### src/rtl/pb_conditioner.sv
// Purpose : synchronize, debounce and edge-detect NKEYS raw pushbuttons, then pick one held key as the note.
// Latency : 2-cycle synchronizer plus SAMPLES agreeing samples (tick every TICK_DIV cycles); strobes/note lag keys_clean by 1.
// Backpressure: none; the outputs are levels and single-cycle strobes that the consumer samples every cycle.
//
// Ports: hwclk (sole clock), nrst (async active-low reset), pb[NKEYS] (raw buttons, asynchronous),
//        keys_clean[NKEYS] (debounced levels), key_pressed/key_released[NKEYS] (1-cycle strobes),
//        note[NOTE_W] + note_valid (selected key while at least one key is held).
// Optional: define PB_LAST_NOTE_PRIORITY_EN for last-pressed-key priority; the default is highest-index priority.
module pb_conditioner #(
    parameter int NKEYS    = 16,
    parameter int TICK_DIV = 10000,
    parameter int SAMPLES  = 4,
    localparam int NOTE_W  = $clog2(NKEYS)
) (
    input  logic              hwclk,
    input  logic              nrst,
    input  logic [NKEYS-1:0]  pb,
    output logic [NKEYS-1:0]  keys_clean,
    output logic [NKEYS-1:0]  key_pressed,
    output logic [NKEYS-1:0]  key_released,
    output logic [NOTE_W-1:0] note,
    output logic              note_valid
);

    localparam int CNT_W  = $clog2(TICK_DIV);
    localparam int HIST_W = SAMPLES - 1;

    logic [NKEYS-1:0]             pb_m;
    logic [NKEYS-1:0]             pb_s;
    logic [CNT_W-1:0]             tick_cnt;
    logic                         tick;
    logic [NKEYS-1:0][HIST_W-1:0] hist;
    logic [NKEYS-1:0]             qual_hi;
    logic [NKEYS-1:0]             qual_lo;
    logic [NKEYS-1:0]             keys_prev;
    logic [NKEYS-1:0]             keys_rise;
    logic [NKEYS-1:0]             keys_fall;
    logic [NOTE_W-1:0]            held_top;
    logic [NOTE_W-1:0]            note_sel;

    // Two-flop synchronizer and free-running sample-tick counter.
    always_ff @(posedge hwclk or negedge nrst) begin
        if (!nrst) begin
            pb_m     <= '0;
            pb_s     <= '0;
            tick_cnt <= '0;
        end else begin
            pb_m     <= pb;
            pb_s     <= pb_m;
            tick_cnt <= tick ? '0 : tick_cnt + 1'b1;
        end
    end

    assign tick = (tick_cnt == CNT_W'(TICK_DIV - 1));

    // A key qualifies when the current sample and every stored sample agree.
    always_comb begin
        qual_hi = '0;
        qual_lo = '0;
        for (int i = 0; i < NKEYS; i++) begin
            qual_hi[i] = pb_s[i] & (&hist[i]);
            qual_lo[i] = ~pb_s[i] & ~(|hist[i]);
        end
    end

    // History shifts in pb_s on each tick; bit 0 is the newest stored sample.
    always_ff @(posedge hwclk or negedge nrst) begin
        if (!nrst) begin
            hist       <= '0;
            keys_clean <= '0;
        end else if (tick) begin
            for (int i = 0; i < NKEYS; i++) begin
                hist[i][0] <= pb_s[i];
                for (int j = 1; j < HIST_W; j++) begin
                    hist[i][j] <= hist[i][j-1];
                end
            end
            keys_clean <= (keys_clean | qual_hi) & ~qual_lo;
        end
    end

    assign keys_rise = keys_clean & ~keys_prev;
    assign keys_fall = ~keys_clean & keys_prev;

    // keys_prev starts at 0 with keys_clean, so reset release can never strobe.
    always_ff @(posedge hwclk or negedge nrst) begin
        if (!nrst) begin
            keys_prev    <= '0;
            key_pressed  <= '0;
            key_released <= '0;
        end else begin
            keys_prev    <= keys_clean;
            key_pressed  <= keys_rise;
            key_released <= keys_fall;
        end
    end

    always_comb begin
        held_top = '0;
        for (int i = 0; i < NKEYS; i++) begin
            if (keys_clean[i]) held_top = NOTE_W'(i);
        end
    end

`ifdef PB_LAST_NOTE_PRIORITY_EN
    logic [NOTE_W-1:0] last_key;
    logic [NOTE_W-1:0] rise_top;

    always_comb begin
        rise_top = '0;
        for (int i = 0; i < NKEYS; i++) begin
            if (keys_rise[i]) rise_top = NOTE_W'(i);
        end
    end

    // A fresh rise wins; otherwise keep the last key while held, else fall back to the top held key.
    always_comb begin
        note_sel = last_key;
        if (|keys_rise) begin
            note_sel = rise_top;
        end else if (keys_clean[last_key]) begin
            note_sel = last_key;
        end else if (|keys_clean) begin
            note_sel = held_top;
        end
    end

    always_ff @(posedge hwclk or negedge nrst) begin
        if (!nrst) begin
            last_key <= '0;
        end else begin
            last_key <= note_sel;
        end
    end
`else
    assign note_sel = held_top;
`endif

    // note keeps its last value while nothing is held.
    always_ff @(posedge hwclk or negedge nrst) begin
        if (!nrst) begin
            note       <= '0;
            note_valid <= 1'b0;
        end else begin
            note_valid <= |keys_clean;
            if (|keys_clean) note <= note_sel;
        end
    end

endmodule

### config.mk
export PLATFORM = sky130hd
export DESIGN_NAME = pb_conditioner
export DESIGN_NICKNAME = d
export VERILOG_FILES = /design/src/rtl/pb_conditioner.sv
export SDC_FILE = /design/constraint.sdc
export NUM_CORES = 1
export LEC_CHECK = 0
export ABC_AREA = 1
export ABC_CLOCK_PERIOD_IN_PS = 5300
export CORE_UTILIZATION = 59
export DETAILED_ROUTE_END_ITERATION = 7
export GPL_ROUTABILITY_DRIVEN = 0
export GPL_TIMING_DRIVEN = 0
export PLACE_DENSITY = 0.95
export SYNTH_ARGS = -nofsm -noshare
export SYNTH_HDL_FRONTEND = slang
export SYNTH_SLANG_ARGS = --single-unit
export TNS_END_PERCENT = 5
### constraint.sdc
create_clock -name hwclk -period 5.3 [get_ports hwclk]
set_clock_uncertainty 0.15 [all_clocks]
set_input_delay 1.06 -clock hwclk [delete_from_list [all_inputs] [get_ports hwclk]]
set_output_delay 1.06 -clock hwclk [all_outputs]
set_load 0.05 [all_outputs]
==> out/results.env, run 1 <==
FILLCELLCOUNT=546
NETLIST_INSTANCES=556
HP-CLASS='flip-flop to flip-flop'
ROUTE.ANTENNA.REMAINING_NETS=0
REGISTER_CELL_AREA_AFTER_LAYOUT_UM2=4080
NETLIST.AREA_LEADER.SHARE_PCT=69.3
MULTI_INPUT_AREA_UM2=1510
DIE_AREA_UM2=10400
MAX_CLOCK_FREQ_MHz=329
PATH_CLASS='flip-flop to output pin'
FINALNETCOUNT=665
TIMING.CRITICAL_PATH.SLOWEST_CELL_DELAY_NS=0.84
YOSYSMOSTFREQUENTCELL='sky130_fd_sc_hd__dfrtp_1'
CLKLATENCYLATEPIN_NS=0.54
IO_PINS=71
POST_SYNTH_MAIN_AREA_CONTRIBUTORS='sky130_fd_sc_hd__dfrtp_1 69%, sky130_fd_sc_hd__nand2_1 8.0%, sky130_fd_sc_hd__nor2_1 5.6%'
CP_SLOWEST_CELL='sky130_fd_sc_hd__clkdlybuf4s50_1'
PORTBUFFERS=70
POST_ROUTE_CELLS_DRIVE_ABOVE_1_SHARE_PCT=8.21
CORE_UM2=9730
DETAIL_ROUTE.WIRELENGTH_UM=14200
TIMING.MAX_SLEW.REL_SLACK_PCT=38.4
VDD_IR_DROP_MAX_uV=246
FINAL_NUMBER_OF_HOLD_VIOLATING_ENDPOINTS=0
SYNTH_CELL_TYPES=32
POWER.DENSITY_nW_PER_UM2=339
CTS.SINK_COUNT=163
TIMING.HOLD.WORST.START='pb_m[12]'
NETLIST_AREA_UM2=5880
DIE-HEIGHT_UM=102
LARGEST_NET_DEGREE_AT_THE_START_OF_GLOBAL_ROUTING=97
PLACEDCELLCOUNT=760
FINAL-INSTANCE-COUNT-EXCL-FILL=792
SYNTH_TOP_CELL_BY_AREA='sky130_fd_sc_hd__dfrtp_1'
FIN_CRIT_SH_PCT=57.3
WORSTREG2REGEND='hist[17]'
H-TREE-DEPTH=4
SYNTH_SEQ_AREA_SHARE_PCT=69.3
TIMING.HOLD.WORST_PATH_DEPTH=0
DRC=0
R2R_SETUP_SLACK_NS=2.95
HOLD-PATH-ENDPOINT='pb_s[12]'
CTS-ROOT-BUF='sky130_fd_sc_hd__clkbuf_8'
WORST_PIN_SLEW_NS=0.916
PLACED_STANDARD_CELL_AREA_UM2=6780
POST_SYNTH_MOST_FREQUENT_CELLS='163 x sky130_fd_sc_hd__dfrtp_1, 125 x sky130_fd_sc_hd__nand2_1, 88 x sky130_fd_sc_hd__nor2_1, 56 x sky130_fd_sc_hd__inv_1, 26 x sky130_fd_sc_hd__nand3_1'
RUN_STATUS='finished, final reports clean'
CRITICAL_PATH.MAX_FANOUT=5
SYNTHESIS.AREA_PER_INSTANCE_UM2=10.6
CELL_LEAKAGE_POWER_nW=3.72
DR_TOTAL_VIAS=4465
FIRST_GLOBAL_VIAS=4609
ROUTED_WIRE_LENGTH_PER_INSTANCE_UM=17.9
WORSTSETUPSTARTPOINTTYPE='flip-flop'
ROUTED_VIA_DENSITY=5.64
WORST-ENDPOINT-REQUIRED_NS=4.09
TRITONCTS='built'
TIMING.CRITICAL_PATH.TO_TYPE='output pin'
POST-ROUTE-MIN-PERIOD_NS=3.04
YS_SEQ_ELEMENTS=163
CTS.PATH.MAX_BUFFERS=2
HOLD_WS_NS=0.197
SYNTH_FF_TYPE='sky130_fd_sc_hd__dfrtp_1'
SYN_TO_FINAL_GROWTH_PCT=25.1
SYNTH_ENABLE_FLOP_CELLS=0
FINALSETUPVIOLCOUNT=0
ARRIVAL_NS=1.83
FINISH.INSTANCE_AREA_UM2=7360
FLOORPLAN.DIE.WIDTH_UM=102
GLOBAL_ROUTE.OVERFLOW_TOTAL=0
CRITICAL_PATH.TOP_DELAY_FAMILY='buffers and inverters'
CRITICAL_PATH_CELL_SEQUENCE='clkdlybuf4s50_1'
CRITICAL_PATH.N_BUFFERS_INVERTERS=1
TRACK_USAGE_PCT=29.9
TOTALPOWERFINAL_mW=2.49
CLK_TRANSITION_REPORTED_PATHS_NS=0.06
INITIAL_CORE_UTILIZATION_PCT=60.5
CTS_RESIZED=0
NUMBER_OF_WARNINGS_REPORTED_IN_THE_YOSYS_SYNTHESIS_LOG=0
SYNTHARSTFLOPSHARE_PCT=100
DRT_PASS1_ITERATIONS=6
SYNTHESIS.NETS=575
CTS_HOLD_BUF=0
MAX_CAP_VIOL_COUNT=0
HPWLAFTERDP_UM=8230
GRT_FIRST_PASS_WIRELENGTH_UM=22600
FLOORPLAN.ROWS=36
GRT_ANTENNA_BEFORE_REPAIR=0
CTS_SETUP_BUFFERS=0
WORST_CASE_REG_TO_REG_PATH_DEPTH=7
RSZ0062_AT_GRT='no'
REGTOREGSTARTPOINT='tick_cnt[8]'
SLEW_VIOLATIONS=0
CTS-BUFFERS-INSERTED=17
DRT_ITER0_DRC=372
[worst max-delay path by stage]
stage                               from             end  slack [ns]  depth (start not counted)
after floorplan           keys_clean[11]  keys_clean[11]        3.45                          0
after global placement              nrst         pb_m[0]       -2.96                          1
after detailed placement  keys_clean[13]  keys_clean[13]        2.84                          1
after CTS                 keys_clean[13]  keys_clean[13]        2.25                          1
after global routing       keys_clean[3]   keys_clean[3]        2.19                          1
final                     keys_clean[13]  keys_clean[13]        2.26                          1
[kinds of logic (layout without fill, tap and decap cells)]
logic type               after synthesis  in the layout  share of synthesized area, %
buffers and inverters                 67            169                          4.96
AND/OR/NAND/NOR                      270            270                          19.1
AO/OA/AOI/OAI                         51             51                          5.79
flip-flops                           163            163                          69.3
other                                  0              1                             0
adder cells (fa/ha/maj)                1              1                         0.213
XOR/XNOR                               4              4                         0.595
[stage by stage]
step	setup TNS (ns)	setup WS, ns	util [%]
global placement	-481.81	-2.96	69.4
global route	0	2.19	75.6
finish	0	2.26	75.6
detailed placement	0	2.84	69.7
CTS	0	2.25	75.6
floorplan	0	3.45	-
[sequential cells by signal, summed over array words and instances, names as in the netlist]
register,cells
hist,48
key_pressed,16
key_released,16
keys_clean,16
keys_prev,16
note,4
note_valid,1
pb_m,16
pb_s,16
tick_cnt,14
[layout make-up]
class	count	area share (%)
sequential	163	55.4
multi-input combinational	326	20.6
timing repair buffer	71	9.91
clock buffer	23	6.48
inverter	58	2.96
tap	133	2.26
clock inverter	8	1.38
buffer	9	1.00
antenna	1	0.0340
[cells in the final DEF, fill, tap and decap left out, types with 2 or more instances in the layout]
master                            count
sky130_fd_sc_hd__inv_2                2
sky130_fd_sc_hd__a21boi_2             9
sky130_fd_sc_hd__nor3_2               2
sky130_fd_sc_hd__clkbuf_1             5
sky130_fd_sc_hd__clkinvlp_4           3
sky130_fd_sc_hd__nand3_1             26
sky130_fd_sc_hd__clkbuf_8             6
sky130_fd_sc_hd__xor2_1               4
sky130_fd_sc_hd__buf_6                2
sky130_fd_sc_hd__o21ai_0             14
sky130_fd_sc_hd__nor3_1              16
sky130_fd_sc_hd__nand4_1              3
sky130_fd_sc_hd__a21boi_0             7
sky130_fd_sc_hd__buf_2                2
sky130_fd_sc_hd__clkinv_2             2
sky130_fd_sc_hd__clkdlybuf4s50_1     69
sky130_fd_sc_hd__bufinv_16            2
sky130_fd_sc_hd__a21oi_1              8
sky130_fd_sc_hd__inv_1               56
sky130_fd_sc_hd__nor4_1               5
sky130_fd_sc_hd__dfrtp_1            163
sky130_fd_sc_hd__clkbuf_16           16
sky130_fd_sc_hd__nand2_1            125
sky130_fd_sc_hd__o21ai_1              9
sky130_fd_sc_hd__nor2_1              88
[metal layers]
layer / global-route usage (%) / part of all wire, %
met5: 0 / 0
met4: 17.9 / 4.6
met3: 8.76 / 7.1
met2: 49.5 / 52
met1: 35.0 / 36
[report_power, final]
group	internal (mW)	total (mW)	switching, mW
sequential	1.26	1.26	0.00624
clock	0.717	1.19	0.472
combinational	0.0144	0.0418	0.0274
Note: power is estimated with default switching activity, not from simulation.
==> run 2, diff against run 1 <==
--- a/config.mk
+++ b/config.mk
@@ -6,12 +6,12 @@
 export NUM_CORES = 1
 export LEC_CHECK = 0
 export ABC_AREA = 1
-export ABC_CLOCK_PERIOD_IN_PS = 5300
-export CORE_UTILIZATION = 59
+export ABC_CLOCK_PERIOD_IN_PS = 2500
+export CORE_UTILIZATION = 49
 export DETAILED_ROUTE_END_ITERATION = 7
 export GPL_ROUTABILITY_DRIVEN = 0
 export GPL_TIMING_DRIVEN = 0
-export PLACE_DENSITY = 0.95
+export PLACE_DENSITY = 0.86
 export SYNTH_ARGS = -nofsm -noshare
 export SYNTH_HDL_FRONTEND = slang
 export SYNTH_SLANG_ARGS = --single-unit
==> constraint.sdc (replaced) <==
create_clock -name hwclk -period 2.5 [get_ports hwclk]
set_clock_uncertainty 0.15 [all_clocks]
set_input_delay 0.5 -clock hwclk [delete_from_list [all_inputs] [get_ports hwclk]]
set_output_delay 0.5 -clock hwclk [all_outputs]
set_load 0.05 [all_outputs]
==> out/results.env, run 2 (synthesis gave the netlist of run 1 again) <==
ROUTED_WIRE_LENGTH_PER_INSTANCE_UM=15.9
WORST_CASE_REG_TO_REG_PATH_DEPTH=5
LAYOUT_COMMONEST_CELL='sky130_fd_sc_hd__dfrtp_1'
IO_PINS=71
FLOORPLAN.ROWS=39
MAX_FFS_PER_REGISTER=48
CTS-BUFFERS-INSERTED=17
CRITICAL_PATH.N_BUFFERS_INVERTERS=1
GLOBAL_ROUTE.OVERFLOW_TOTAL=0
MAX_CAP_VIOL_COUNT=0
POST-PLACE-WS_NS=0.427
FIRST_GLOBAL_VIAS=4451
CELL_LEAKAGE_POWER_nW=3.76
POWER.DENSITY_nW_PER_UM2=732
CLKLATENCYLATEPIN_NS=0.42
TIMING.CRITICAL_PATH.TO_TYPE='output pin'
TOTALPOWERFINAL_mW=5.43
FINAL_NUMBER_OF_HOLD_VIOLATING_ENDPOINTS=0
CTS.SINK_COUNT=163
HOLD-PATH-ENDPOINT='pb_s[10]'
ROUTED_VIA_DENSITY=5.38
REGISTER_CELL_AREA_AFTER_LAYOUT_UM2=4080
SLEW_VIOLATIONS=0
MAX_CLOCK_FREQ_MHz=424
REGTOREGSTARTPOINT='keys_clean[5]'
DIE-HEIGHT_UM=112
GRT_ANTENNA_BEFORE_REPAIR=0
CP_SLOWEST_CELL='sky130_fd_sc_hd__clkdlybuf4s50_1'
LARGEST_NET_DEGREE_AT_THE_START_OF_GLOBAL_ROUTING=93
DRC=8
GRT_FIRST_PASS_WIRELENGTH_UM=21500
INITIAL_CORE_UTILIZATION_PCT=50.9
FAILING_CHECKS='design-rule violations'
DIE_AREA_UM2=12400
WORSTREG2REGEND='note[0]'
RUN_STATUS='finished, violations left'
PORTBUFFERS=70
DIODES_INSERTED=0
DR_TOTAL_VIAS=4324
MULTI_INPUT_AREA_UM2=1510
CLK_TRANSITION_REPORTED_PATHS_NS=0.06
TIMING.MAX_SLEW.REL_SLACK_PCT=30.0
TIMING.HOLD.WORST.START='pb_m[10]'
R2R_SETUP_SLACK_NS=0.26
LARGEST_REGISTER='hist'
TIMING.HOLD.WORST_PATH_DEPTH=0
FINAL_CELL_MIX='163 x sky130_fd_sc_hd__dfrtp_1, 125 x sky130_fd_sc_hd__nand2_1, 88 x sky130_fd_sc_hd__nor2_1'
DRT_PASS1_ITERATIONS=8
HP-CLASS='flip-flop to flip-flop'
CTS-ROOT-BUF='sky130_fd_sc_hd__clkbuf_16'
TIMING.CRITICAL_PATH.SLOWEST_CELL_DELAY_NS=0.84
CRITICAL_PATH.TOP_DELAY_FAMILY='buffers and inverters'
TRACK_USAGE_PCT=22.5
CRITICAL_PATH.MAX_FANOUT=5
CORE_UM2=11600
FIN_CRIT_SH_PCT=94.4
PATH_CLASS='flip-flop to output pin'
RSZ0062_AT_GRT='no'
SUM_NEG_SETUP_SLACK_NS=0
WORSTSETUPSTARTPOINTTYPE='flip-flop'
ROUTE.ANTENNA.REMAINING_NETS=0
FILLCELLCOUNT=789
FINALSETUPVIOLCOUNT=0
H-TREE-DEPTH=4
WORST-ENDPOINT-REQUIRED_NS=1.85
CRITICAL_PATH_CELL_SEQUENCE='clkdlybuf4s50_1'
ARRIVAL_NS=1.71
TRITONCTS='built'
DETAIL_ROUTE.WIRELENGTH_UM=12800
POST_ROUTE_CELLS_DRIVE_ABOVE_1_SHARE_PCT=8.48
FLOORPLAN.DIE.WIDTH_UM=112
DRT_ITER0_DRC=398
SYN_TO_FINAL_GROWTH_PCT=26.0
CTS_RESIZED=0
WORST_PIN_SLEW_NS=1.04
FINALNETCOUNT=666
POST-ROUTE-MIN-PERIOD_NS=2.36
VDD_IR_DROP_MAX_uV=366
SETUP_WS_FINAL_NS=0.141
CTS.PATH.MAX_BUFFERS=2
HPWLAFTERDP_UM=8020
==> run 2: timing repair <==
item                      4_1_cts  5_1_grt
setup buffers                   0        0
hold endpoints to repair       71        0
hold buffers                    1        0
==> run 2: how the worst max path moves through the flow <==
stage               cells after the start            from         endpoint  slack [ns]
CTS                                     1   keys_clean[2]    keys_clean[2]        0.14
floorplan                               4  keys_clean[10]          note[3]        0.68
finish                                  1  keys_clean[14]   keys_clean[14]        0.14
detailed placement                      5   keys_clean[5]          note[0]        0.43
global route                            1  keys_clean[14]   keys_clean[14]        0.10
global placement                        1            nrst  key_pressed[10]       -5.31
==> run 2: where the power goes <==
part,switching [mW],internal (mW)
Clock,0.992,1.67
Sequential,0.0126,2.67
Combinational,0.0572,0.0314
Total,1.06,4.36
==> run 2: cell type report <==
type                    instances  share of cell area (%)
clock buffers                  22                    6.53
clock inverters                10                    1.74
multi-input cells             326                    20.4
flip-flops and latches        163                    55.0
repair buffers                 72                    9.97
well taps                     143                    2.41
inverters                      58                    2.94
plain buffers                   9                   0.996
==> run 2: routing by layer <==
| layer | global-route usage (%) | up-vias | wire length [um] | part of all wire [%] |
|---|---|---|---|---|
| li1 | - | 1938 | - | - |
| met3 | 5.61 | 46 | 837 | 6.6 |
| met1 | 26.7 | 2124 | 4850 | 38 |
| met2 | 37.7 | 216 | 6600 | 52 |
| met4 | 12.7 | 0 | 475 | 3.7 |
| met5 | 0 | - | 0 | 0 |
==> run 2: per-stage QoR <==
stage	util (%)	instance area, um^2	instances	hold WS [ns]
detailed placement	58.7	6790	770	0.185
global placement	58.5	6760	769	0.184
floorplan	-	5880	556	0.0544
finish	64.1	7410	803	0.194
CTS	64.1	7410	803	0.196
global route	64.1	7410	803	0.204
